File: config.mk
export PLATFORM = sky130hd
export DESIGN_NAME = spi_slave_rx
export DESIGN_NICKNAME = d
export VERILOG_FILES = /design/src/rtl/spi_slave_rx.sv
export SDC_FILE = /design/constraint.sdc
export NUM_CORES = 1
export LEC_CHECK = 0
export BUFFER_PORTS_ARGS = -buffer_cell sky130_fd_sc_hd__clkbuf_2
export CAP_MARGIN = 10
export CORE_MARGIN = 2
export CORE_UTILIZATION = 45
export DETAILED_ROUTE_END_ITERATION = 8
export PLACE_DENSITY = 0.61
export SLEW_MARGIN = 10
export SYNTH_ARGS = -nofsm -noshare
export SYNTH_HDL_FRONTEND = slang
export SYNTH_SLANG_ARGS = --single-unit
File: constraint.sdc
create_clock -name clk -period 1.8 [get_ports clk]
set_clock_uncertainty 0.15 [all_clocks]
set_input_delay 0.18 -clock clk [delete_from_list [all_inputs] [get_ports clk]]
set_output_delay 0.18 -clock clk [all_outputs]
set_load 0.01 [all_outputs]
File: src/rtl/spi_slave_rx.sv
`timescale 1ns/1ps
// -----------------------------------------------------------------------------
// spi_slave_rx
// Receive end of the 12-bit SPI link. All three SPI inputs are asynchronous to
// clk; they are synchronised through equal-depth chains so that sclk, cs and
// mosi stay mutually aligned, and mosi is sampled on the synchronised sclk
// falling edge (mid-bit). The first falling edge after cs goes low is a
// lead-in and carries no data. Completed words leave through a valid/ready
// port; framing and overrun problems are flagged as single-cycle pulses.
//
// Ports:
//   clk         system clock, rising edge
//   rst         synchronous active-high reset
//   sclk        serial clock from master (idle low)
//   cs          chip select from master, active low
//   mosi        serial data, LSB first, changes on sclk rising edge
//   dout        received word, stable while dout_valid is high
//   dout_valid  word available
//   dout_ready  consumer accepts the word
//   frame_err   pulse: cs rose before WIDTH bits were received
//   overrun     pulse: a word completed while dout_valid was still high
//   busy        high in every FSM state except IDLE
// -----------------------------------------------------------------------------
module spi_slave_rx #(
  parameter int WIDTH       = 12,
  parameter int SYNC_STAGES = 2
) (
  input  logic             clk,
  input  logic             rst,
  input  logic             sclk,
  input  logic             cs,
  input  logic             mosi,
  output logic [WIDTH-1:0] dout,
  output logic             dout_valid,
  input  logic             dout_ready,
  output logic             frame_err,
  output logic             overrun,
  output logic             busy
);

  localparam int CW = (WIDTH > 1) ? $clog2(WIDTH) : 1;
  localparam logic [CW-1:0] LAST_BIT = CW'(WIDTH - 1);

  localparam logic [1:0] IDLE    = 2'd0;
  localparam logic [1:0] LEAD    = 2'd1;
  localparam logic [1:0] SHIFT   = 2'd2;
  localparam logic [1:0] WAIT_CS = 2'd3;

  logic [SYNC_STAGES-1:0] sclk_sync_r;
  logic [SYNC_STAGES-1:0] cs_sync_r;
  logic [SYNC_STAGES-1:0] mosi_sync_r;
  // Tracks how many chain stages hold real (post-reset) samples.
  logic [SYNC_STAGES-1:0] sync_live_r;
  logic                   sclk_prev_r;
  // Set once cs has genuinely been observed high; until then a low cs is
  // assumed to belong to a frame that was interrupted by reset.
  logic                   armed_r;

  logic [1:0]       state_r;
  logic [CW-1:0]    cnt_r;
  logic [WIDTH-1:0] shreg_r;
  logic             word_done_r;

  logic             sclk_s;
  logic             cs_s;
  logic             mosi_s;
  logic             fall_s;

  logic [1:0]       state_next_s;
  logic [CW-1:0]    cnt_next_s;
  logic [WIDTH-1:0] shreg_next_s;
  logic             done_next_s;
  logic             ferr_next_s;

  assign sclk_s = sclk_sync_r[SYNC_STAGES-1];
  assign cs_s   = cs_sync_r[SYNC_STAGES-1];
  assign mosi_s = mosi_sync_r[SYNC_STAGES-1];
  assign fall_s = sclk_prev_r & ~sclk_s;

  // Input synchronisers and sclk edge history; reset loads the idle levels.
  always_ff @(posedge clk) begin
    if (rst) begin
      sclk_sync_r <= {SYNC_STAGES{1'b0}};
      cs_sync_r   <= {SYNC_STAGES{1'b1}};
      mosi_sync_r <= {SYNC_STAGES{1'b0}};
      sync_live_r <= {SYNC_STAGES{1'b0}};
      sclk_prev_r <= 1'b0;
    end else begin
      sclk_sync_r <= {sclk_sync_r[SYNC_STAGES-2:0], sclk};
      cs_sync_r   <= {cs_sync_r[SYNC_STAGES-2:0], cs};
      mosi_sync_r <= {mosi_sync_r[SYNC_STAGES-2:0], mosi};
      sync_live_r <= {sync_live_r[SYNC_STAGES-2:0], 1'b1};
      sclk_prev_r <= sclk_s;
    end
  end

  // Next-state logic for the receive FSM, bit counter and shift register.
  always_comb begin
    state_next_s = state_r;
    cnt_next_s   = cnt_r;
    shreg_next_s = shreg_r;
    done_next_s  = 1'b0;
    ferr_next_s  = 1'b0;
    case (state_r)
      IDLE: begin
        if (!cs_s && armed_r) begin
          state_next_s = LEAD;
        end else begin
          state_next_s = IDLE;
        end
      end
      LEAD: begin
        if (cs_s) begin
          state_next_s = IDLE;
        end else if (fall_s) begin
          state_next_s = SHIFT;
          cnt_next_s   = {CW{1'b0}};
          shreg_next_s = {WIDTH{1'b0}};
        end else begin
          state_next_s = LEAD;
        end
      end
      SHIFT: begin
        if (cs_s) begin
          // cs deasserted mid-word: drop the partial word.
          state_next_s = IDLE;
          ferr_next_s  = 1'b1;
          cnt_next_s   = {CW{1'b0}};
          shreg_next_s = {WIDTH{1'b0}};
        end else if (fall_s) begin
          shreg_next_s[cnt_r] = mosi_s;
          if (cnt_r == LAST_BIT) begin
            state_next_s = WAIT_CS;
            cnt_next_s   = {CW{1'b0}};
            done_next_s  = 1'b1;
          end else begin
            cnt_next_s   = cnt_r + CW'(1);
          end
        end else begin
          state_next_s = SHIFT;
        end
      end
      WAIT_CS: begin
        if (cs_s) begin
          state_next_s = IDLE;
        end else begin
          state_next_s = WAIT_CS;
        end
      end
      default: begin
        state_next_s = IDLE;
        cnt_next_s   = {CW{1'b0}};
      end
    endcase
  end

  // FSM state, shift register, error pulse and busy flag.
  always_ff @(posedge clk) begin
    if (rst) begin
      state_r     <= IDLE;
      cnt_r       <= {CW{1'b0}};
      shreg_r     <= {WIDTH{1'b0}};
      word_done_r <= 1'b0;
      frame_err   <= 1'b0;
      busy        <= 1'b0;
      armed_r     <= 1'b0;
    end else begin
      state_r     <= state_next_s;
      cnt_r       <= cnt_next_s;
      shreg_r     <= shreg_next_s;
      word_done_r <= done_next_s;
      frame_err   <= ferr_next_s;
      busy        <= (state_next_s != IDLE);
      armed_r     <= armed_r | (cs_s & sync_live_r[SYNC_STAGES-1]);
    end
  end

  // Output word register and valid/ready handshake; word_done is one cycle
  // after the last sample, so shreg_r already holds the complete word.
  always_ff @(posedge clk) begin
    if (rst) begin
      dout       <= {WIDTH{1'b0}};
      dout_valid <= 1'b0;
      overrun    <= 1'b0;
    end else begin
      overrun <= 1'b0;
      if (word_done_r) begin
        if (!dout_valid) begin
          dout       <= shreg_r;
          dout_valid <= 1'b1;
        end else if (!dout_ready) begin
          overrun    <= 1'b1;
        end else begin
          // Handshake and reload in the same cycle: valid stays high.
          dout       <= shreg_r;
        end
      end else if (dout_valid && dout_ready) begin
        dout_valid <= 1'b0;
      end else begin
        dout_valid <= dout_valid;
      end
    end
  end

endmodule
==> results.md <==
- Finish-stage setup viols: 0
- Setup crit end kind: flip-flop
- GPL Wtd Cong: slightly below 0.8
- Ant. Diodes: 0
- Outcome: finished clean
- Crit share post-route: 0.966
- CP Max Fanout: 15
- PwrDens: ~810 nW/um2
- DR DRC count: 0
- HPWL Detailed: between 2 and 2.5 mm
- CP max stage cell: or4b_4
- Final Hold Vio Count: 0
- Mapped cell area: 1840 um2
- Fmax: around 580 MHz
- Share of cells above drive strength 1: 0.235
- Yosys reg bits: between 40 and 50
- Clk buf depth: 2
- RSZ-0062 raised after global routing: no
- Postcts setup bufs: 0
- Worst Path Class, Setup: reg2reg
- WL per Instance: approximately 12 um
- Max H-tree Level: 2
- Vias in the first global route: 1,207
- First-pass GRT wire length: 5.51 mm
- Initial DRT Pass Iterations: 4
- Slew headroom: 0.749
- Largest net degree at the start of global routing: 27
- Clock slew at reported path FFs: 0.07 ns
- Utilization after layout: 0.535
- DR vias: between 1,000 and 1,500
- Syn-to-layout area delta: 15.7%
- Final min period: between 1.5 and 2 ns
- Vias per cell: between 5 and 6
- Final Net Count: 226
- TNS Setup: 0 ns
- Core area: between 3000 and 4000 um2
- Slowest stage delay, CP: 0.68 ns
- Final Instance Area: ~2100 um2
- Arrival time of the worst setup path: about 1.8 ns
- ANT nets after route: 0
- Top-area cell type share of the netlist area: 0.491
- CTS tree: yes
- Post-CTS sizing: 0
- Initial DRC count: between 80 and 90
- CP startpoint kind: flip-flop
- Placed insts: 256
- Share of flip-flops with an asynchronous set or reset: 0
- Critical path required time: ~1.9 ns
- Synth area leader: dfxtp_1
- Worst slew pin tran: approximately 0.38 ns
- Seq/Total Area, Yosys: 0.491
- Max cap viols: 0
- Synth Flop Type: dfxtp_1
- Synthesis Warnings: 0
- Commonest cells in the netlist: 45 x dfxtp_1, 19 x inv_1, 16 x nor2_1
- Wirelength, routed: roughly 3.3 mm
- Fin. max-slew vios: 0
- Die area: 4610 um2
- Cells after Synth: about 190
- Gr usage total: 0.161
- Num ports: 22
- Core Rows: 23
- VDD IR-drop max: between 0.4 and 0.5 mV
- Port bufs: 21
- Root buffer cell: clkbuf_8
- Remaining global-route overflow: 0
- Post-DP Area: 1990 um2
- Die X: between 60 and 70 um
- Sum of buffers and inverters on the critical path: 0
- Num CTS Buffers: 5
- Starting Density: 0.462
- Lkg Pwr: 0.918 nW
- Ordered list of cells on the worst path: or4b_4 -> nor2_1 -> a31oi_1 -> o21ai_0
- Average cell area after synthesis: between 9 and 10 um2
- Critical path's top delay family: simple AND/OR/NAND/NOR gates
- Initial antenna violation count: 0
- Cell with the most instances after synthesis: dfxtp_1
- Final Non-Filler Cells: ~270
- DIE HEIGHT: between 60 and 70 um
- # clock sinks: between 40 and 50
- Synth cell types: 32
- Clock latency on the worst-skew pair: 0.30 ns
- Largest cells by area after synthesis: dfxtp_1 49%, mux2i_1 6.5%, a32oi_1 5.7%
- Post-synth EDFFs: 0
- Hold Crit Class: in2reg
- Mapped Nets: roughly 200
- Worst hold slack: 0.0789 ns
==> logic make-up (layout without fill, tap and decap cells) <==
group                      Yosys count  count (layout)  share of synthesized area
muxes                               12              12                     0.0654
DFF                                 45              45                      0.491
adders and majority gates            4               4                     0.0273
AOI/OAI and AO/OA                   50              50                      0.190
and+or+nand+nor                     49              49                      0.145
buffers and inverters               32              57                     0.0825
==> flip-flops by register name (all words and copies together), names as in the netlist <==
signal       cells
dout            12
shreg_r         12
cnt_r            4
cs_sync_r        2
mosi_sync_r      2
sclk_sync_r      2
state_r          2
sync_live_r      2
armed_r          1
busy             1
dout_valid       1
frame_err        1
overrun          1
sclk_prev_r      1
word_done_r      1
==> layout by cell type (no fill, tap or decap), types with 2 or more instances in the layout <==
cell           count
and3_1             3
a31oi_1            2
clkbuf_8           7
dfxtp_1           45
ha_1               4
mux2i_1           12
buf_12             2
nor2b_1           10
nor3_1             5
inv_1             19
a32oi_1           12
o21ai_2            8
a21oi_2            2
nand2_1            2
buf_4              4
or2_2              2
a21oi_1           14
nor2_1            16
dlygate4sd3_1      3
o21ai_1            5
nand3_1            3
a31o_2             2
o21ai_0            3
clkbuf_2          21
==> metrics by stage <==
stage | power (W) | setup WS [ns]
final | 0.00173 | 0.0612
after global routing | 0.00181 | 0.0360
after CTS | 0.00175 | 0.106
after detailed placement | 0.00108 | 0.110
after global placement | 0.00108 | 0.177
after floorplan | 0.00106 | 0.159
==> worst register-to-register path, stage by stage, from the launching register on <==
cell and delay, ns:
dfxtp_1 0.39, or4b_4 0.68, nor2_1 0.21, a31oi_1 0.14, o21ai_0 0.11
==> power breakdown <==
group          internal [W]  switching [W]
sequential          0.00101     0.00000560
combinational     0.0000229      0.0000270
clock              0.000347       0.000321
total               0.00138       0.000353
==> final cells by class <==
cell class                 count  area (um2)
timing repair buffer          30         205
multi-input combinational    115         783
inverter                      19        71.3
sequential                    45         901
tap                           50        62.6
clock buffer                   7        96.3
fill                         390        1850
clock inverter                 1        5.00
==> timing repair <==
item,CTS,global route
setup endpoints to repair,0,0
hold buffers,3,0
hold endpoints to repair,3,0
==> layer usage <==
layer	part of all wire	global-route usage	wire length, um
met1	0.48	0.205	1570
met2	0.46	0.248	1480
met3	0.048	0.0592	155
met4	0.013	0.0675	42
met5	0	0	0
==> final timing paths <==
| kind | start | end | slack [ns] | cells past startpoint |
|---|---|---|---|---|
| setup / recovery | state_r[0]$_SDFF_PP0_ | cnt_r[2]$_SDFFE_PP0P_ | 0.06 | 4 |
| hold / removal | dout_ready | dout_valid$_SDFFE_PP0P_ | 0.08 | 4 |
| setup reg to reg | state_r[0]$_SDFF_PP0_ | cnt_r[2]$_SDFFE_PP0P_ | 0.06 | 4 |
| hold reg to reg | cs_sync_r[0]$_SDFF_PP1_ | cs_sync_r[1]$_SDFF_PP1_ | 0.26 | 1 |
Power figures use the tool's default switching activity.
